==> config.mk <==
export PLATFORM = sky130hd
export DESIGN_NAME = rom_arbiter
export DESIGN_NICKNAME = d
export VERILOG_FILES = /design/src/rtl/rom_arbiter_pkg.sv /design/src/rtl/rom_arbiter_rr_arb2.sv /design/src/rtl/rom_arbiter.sv
export SDC_FILE = /design/constraint.sdc
export NUM_CORES = 1
export LEC_CHECK = 0
export ABC_AREA = 1
export CORE_MARGIN = 4
export CORE_UTILIZATION = 46
export DETAILED_ROUTE_END_ITERATION = 8
export HOLD_SLACK_MARGIN = 0.08
export PLACE_DENSITY = 0.86
export SKIP_LAST_GASP = 1
export SYNTH_ARGS = -nofsm -noshare
export SYNTH_HDL_FRONTEND = slang
export SYNTH_HIERARCHICAL = 1
export SYNTH_SLANG_ARGS = --single-unit
export TNS_END_PERCENT = 5
==> constraint.sdc <==
create_clock -name CLK -period 2.9 [get_ports CLK]
set_input_delay 0.29 -clock CLK [delete_from_list [all_inputs] [get_ports CLK]]
set_output_delay 0.29 -clock CLK [all_outputs]
set_load 0.05 [all_outputs]
==> src/rtl/rom_arbiter_pkg.sv <==
// Shared definitions for the two-requester ROM arbiter: requester select,
// default geometry and the out-of-range address test.
package rom_arbiter_pkg;

    localparam int ADDR_W_DEF = 8;
    localparam int DATA_W_DEF = 32;
    localparam int BUS_W      = 32;

    typedef enum logic {
        SEL_IF  = 1'b0,
        SEL_DBG = 1'b1
    } sel_e;

    // True when any address bit at or above addr_w is set.
    function automatic logic addr_oob(input logic [BUS_W-1:0] addr, input int addr_w);
        return (addr >> addr_w) != '0;
    endfunction

endpackage

==> src/rtl/rom_arbiter_rr_arb2.sv <==
// Two-input round-robin grant logic with the LAST pointer; grants are
// combinational from the requests and suppressed while rst is high.
module rr_arb2
    import rom_arbiter_pkg::*;
(
    input  logic clk,
    input  logic rst,
    input  logic req_if,
    input  logic req_dbg,
    output logic gnt_if,
    output logic gnt_dbg
);

    sel_e       last;
    logic [1:0] starve_if;
    logic [1:0] starve_dbg;

    // NOTE: every output of a combinational block gets a default first, so no
    // path leaves it unassigned and no latch is inferred.
    always_comb begin
        gnt_if  = 1'b0;
        gnt_dbg = 1'b0;
        if (!rst) begin
            if (req_if && req_dbg) begin
                if (last == SEL_DBG) gnt_if  = 1'b1;
                else                 gnt_dbg = 1'b1;
            end else begin
                gnt_if  = req_if;
                gnt_dbg = req_dbg;
            end
        end
    end

    // NOTE: sequential state uses non-blocking assignments so every register
    // samples pre-edge values regardless of statement order.
    always_ff @(posedge clk) begin
        if (rst) begin
            last <= SEL_DBG;
        end else if (gnt_if) begin
            last <= SEL_IF;
        end else if (gnt_dbg) begin
            last <= SEL_DBG;
        end
    end

    // Consecutive cycles a side waits while requesting; saturates at 3.
    always_ff @(posedge clk) begin
        if (rst) begin
            starve_if  <= '0;
            starve_dbg <= '0;
        end else begin
            if (req_if && !gnt_if) starve_if <= (starve_if == 2'd3) ? starve_if : starve_if + 2'd1;
            else                   starve_if <= '0;
            if (req_dbg && !gnt_dbg) starve_dbg <= (starve_dbg == 2'd3) ? starve_dbg : starve_dbg + 2'd1;
            else                     starve_dbg <= '0;
        end
    end

    a_one_grant : assert property (@(posedge clk) disable iff (rst) !(gnt_if && gnt_dbg));
    a_no_starve : assert property (@(posedge clk) disable iff (rst)
                                   (starve_if <= 2'd1) && (starve_dbg <= 2'd1));

endmodule

==> src/rtl/rom_arbiter.sv <==
// Shares one combinational ROM between the fetch and debug requesters;
// one-cycle read latency, out-of-range indices answer with RERR and zero data.
module rom_arbiter
    import rom_arbiter_pkg::*;
#(
    parameter int ADDR_W = ADDR_W_DEF,
    parameter int DATA_W = DATA_W_DEF
) (
    input  logic              CLK,
    input  logic              RST,

    input  logic              IF_REQ,
    input  logic [BUS_W-1:0]  IF_ADDR,
    output logic              IF_GNT,
    output logic              IF_RVALID,
    output logic [DATA_W-1:0] IF_RDATA,
    output logic              IF_RERR,

    input  logic              DBG_REQ,
    input  logic [BUS_W-1:0]  DBG_ADDR,
    output logic              DBG_GNT,
    output logic              DBG_RVALID,
    output logic [DATA_W-1:0] DBG_RDATA,
    output logic              DBG_RERR,

    output logic [BUS_W-1:0]  ROM_ADDRESS,
    input  logic [DATA_W-1:0] ROM_RD
);

    logic              gnt_if;
    logic              gnt_dbg;
    logic              gnt_any;
    logic [BUS_W-1:0]  sel_addr;
    logic [BUS_W-1:0]  addr_q;
    logic              addr_err;
    logic [DATA_W-1:0] rd_masked;

    rr_arb2 u_arb (
        .clk     (CLK),
        .rst     (RST),
        .req_if  (IF_REQ),
        .req_dbg (DBG_REQ),
        .gnt_if  (gnt_if),
        .gnt_dbg (gnt_dbg)
    );

    assign IF_GNT  = gnt_if;
    assign DBG_GNT = gnt_dbg;
    assign gnt_any = gnt_if | gnt_dbg;

    assign sel_addr    = gnt_dbg ? DBG_ADDR : IF_ADDR;
    // Without a grant the ROM keeps seeing the last granted index.
    assign ROM_ADDRESS = gnt_any ? sel_addr : addr_q;
    assign addr_err    = addr_oob(sel_addr, ADDR_W);
    assign rd_masked   = addr_err ? '0 : ROM_RD;

    always_ff @(posedge CLK) begin
        if (RST) begin
            addr_q     <= '0;
            IF_RVALID  <= 1'b0;
            IF_RERR    <= 1'b0;
            IF_RDATA   <= '0;
            DBG_RVALID <= 1'b0;
            DBG_RERR   <= 1'b0;
            DBG_RDATA  <= '0;
        end else begin
            if (gnt_any) addr_q <= sel_addr;

            IF_RVALID  <= gnt_if;
            IF_RERR    <= gnt_if & addr_err;
            if (gnt_if) IF_RDATA <= rd_masked;

            DBG_RVALID <= gnt_dbg;
            DBG_RERR   <= gnt_dbg & addr_err;
            if (gnt_dbg) DBG_RDATA <= rd_masked;
        end
    end

endmodule

==> flow_summary.json <==
{
  "outcome": "complete, no violations",
  "crit_start": "RST",
  "synth_cells": 574,
  "total_power_uw": 3520,
  "cap_violations": 0,
  "stdcell_area_um2": 6920,
  "skew_ns": 0.0181,
  "arrival_ns": 2.46,
  "grt_pass1_wl_mm": 21.7,
  "cp_cell_sequence": "clkdlybuf4s50_1 > inv_1 > nand2_1 > nor2_4 > nor2_2 > clkinv_1 > o22a_1 > o21a_1 > buf_4",
  "critPathSlowestCell": "clkinv_1",
  "htree_levels": 3,
  "rsz0062_at_grt": "false",
  "worst_slew_pin_slew_ns": 0.837,
  "crit_fanout": 27,
  "worst_r2r_endpoint": "DBG_RDATA[4]",
  "core_um2": 9820,
  "path_clk_slew_ns": 0.08,
  "synth_top_cell_area_share": 0.435,
  "seqCellArea_um2": 2020,
  "timing.fmax_ghz": 0.364,
  "die-area_um2": 11800,
  "place_area_um2": 6730,
  "max_stage_delay_ns": 0.62,
  "utilization": 0.705,
  "portBuffers": 201,
  "yosysTopAreaCell": "dfxtp_1",
  "cp-end-kind": "output pin",
  "synth-seq-area-share": 0.435,
  "fin_nets": 855,
  "cts_tree": "done",
  "std_cell_rows": 36,
  "syn_area_per_cell_um2": 8.10,
  "r2r-start": "u_arb/last",
  "cp.required_ns": 2.61,
  "syn_area_um2": 4650,
  "path_delay_family": "buffers and inverters",
  "area_delta_synth_final_pct": 48.8,
  "crit_buf_inv": 4,
  "synth_cell_types": 28,
  "track_usage": 0.230,
  "drive_gt1_frac": 0.197,
  "antenna_found_initial": 0,
  "fin_setup_tns_ns": 0,
  "clkLatencyLatePin_ns": 0.36,
  "multi_input_area_um2": 2230,
  "grt_pass1_vias": 4483,
  "synth.area.top_cells": "dfxtp_1 43%, nand2_1 11%, a21oi_2 7.9%",
  "setup_viol": 0,
  "die_w_um": 109,
  "relSlewSlack": 0.441,
  "critical_path.endpoint": "ROM_ADDRESS[5]",
  "r2r_setup_slack_ns": 0.61,
  "holdBufCountCts": 0,
  "dieHeight_um": 109,
  "dp.final_hpwl_mm": 10.3,
  "holdWs_ns": 0.477,
  "drt_iter0_drc": 231,
  "hold_path_class": "flip-flop to flip-flop",
  "synth.ff_latch_count": 101,
  "cts-resized-gates": 0,
  "clockBufferDepth": 2,
  "ir_drop_mv": 0.327,
  "fillCellCount": 817,
  "overflow": 0,
  "cts_sinks": 101,
  "diodes": 0,
  "yosys_warnings": 6,
  "drt-pass1-iter-count": 4,
  "grt_max_degree": 67,
  "drc": 0,
  "viasPerCell": 5.04,
  "report.final.slew_viol_count": 0,
  "power_leakage_uw": 0.00278,
  "syn-num-nets": 674,
  "finalHoldViolations": 0,
  "place_congestion": 0.804,
  "critical_path_depth": 9,
  "cts-root-buf": "clkbuf_8",
  "wl_per_cell_um": 15.6,
  "cts_buffers": 9,
  "routed_wl_mm": 13.9,
  "crit_type": "input port to output pin",
  "rr_worst_depth": 13,
  "powerDensity_nw_per_um2": 508,
  "fin_crit_ns": 2.75,
  "vias": 4501,
  "period_share": 0.947,
  "start_kind": "input port",
  "ant_nets": 0,
  "io_pins": 202,
  "post_cts_buffers": 0,
  "initial_core_util": 0.474
}
flip-flops by register name, summed over array words and instances, names as in the netlist:
name,count
DBG_RDATA,32
DBG_RERR,1
DBG_RVALID,1
IF_RDATA,32
IF_RERR,1
IF_RVALID,1
addr_q,32
u_arb/last,1
cell usage after synthesis, drive strengths merged:
cell,count
or2,7
nand2,133
clkinv,1
inv,46
a21oi,88
nor2,25
o21a,8
o22a,8
clkbuf,26
o21ai,69
nand3,47
dfxtp,101
buf,15
logic make-up (layout without fill, tap and decap cells):
| kind of cell | Yosys count | after routing | synth area share |
|---|---|---|---|
| compound gates | 173 | 173 | 0.232 |
| simple gates | 212 | 212 | 0.245 |
| flops | 101 | 101 | 0.435 |
| buf+inv | 88 | 274 | 0.0885 |
power breakdown:
group / leakage [uW] / internal (uW) / total (uW) / switching (uW)
sequential: 0.000829 / 1480 / 1520 / 39.5
combinational: 0.00186 / 410 / 1110 / 699
clock: 0.0000895 / 406 / 895 / 489
total: 0.00278 / 2290 / 3520 / 1230
routing by layer:
layer | track usage | part of all wire | wire length, um
met1 | 0.269 | 0.40 | 5590
met2 | 0.419 | 0.52 | 7230
met3 | 0.0496 | 0.058 | 801
met4 | 0.0685 | 0.022 | 301
met5 | 0 | 0 | 0
cell usage in the layout (no fill, tap or decap):
master	instances
a21oi_1	46
a21oi_2	42
buf_12	10
buf_4	34
bufinv_16	1
clkbuf_1	1
clkbuf_8	9
clkdlybuf4s50_1	167
clkinv_1	1
clkinvlp_4	3
dfxtp_1	101
inv_1	42
inv_2	4
inv_6	2
nand2_1	131
nand2_2	2
nand3_1	16
nand3_2	20
nand3_4	11
nor2_1	20
nor2_2	1
nor2_4	3
nor2_8	1
o21a_1	8
o21ai_0	65
o21ai_1	3
o21ai_2	1
o22a_1	8
or2_1	1
or2_2	6
area by class of cell:
cell class,count,area share
well taps,133,0.0240
flip-flops and latches,101,0.292
clock buffers,10,0.0184
repair buffers,211,0.307
clock inverters,6,0.0101
inverters,47,0.0255
multi-input cells,385,0.323
metrics by stage:
stage	setup slack, ns	std cells
after floorplan	0.301	574
after global placement	0.220	877
after detailed placement	0.154	877
after CTS	0.154	893
after global routing	0.000624	893
final	0.154	893
worst min path at each step:
stage	startpoint	endpoint	slack (ns)	cells past startpoint
after detailed placement	addr_q[14]	addr_q[14]	0.46	2
after global placement	addr_q[17]	addr_q[17]	0.46	2
after global routing	addr_q[14]	addr_q[14]	0.49	2
after CTS	addr_q[14]	addr_q[14]	0.48	2
final	addr_q[14]	addr_q[14]	0.48	2
after floorplan	DBG_REQ	u_arb/last	0.42	2
tightest hold or removal path: stages, from the launching register on:
cell and delay, ns:
dfxtp_1 0.30, nand2_1 0.07, a21oi_1 0.06
Power figures use the tool's default switching activity.
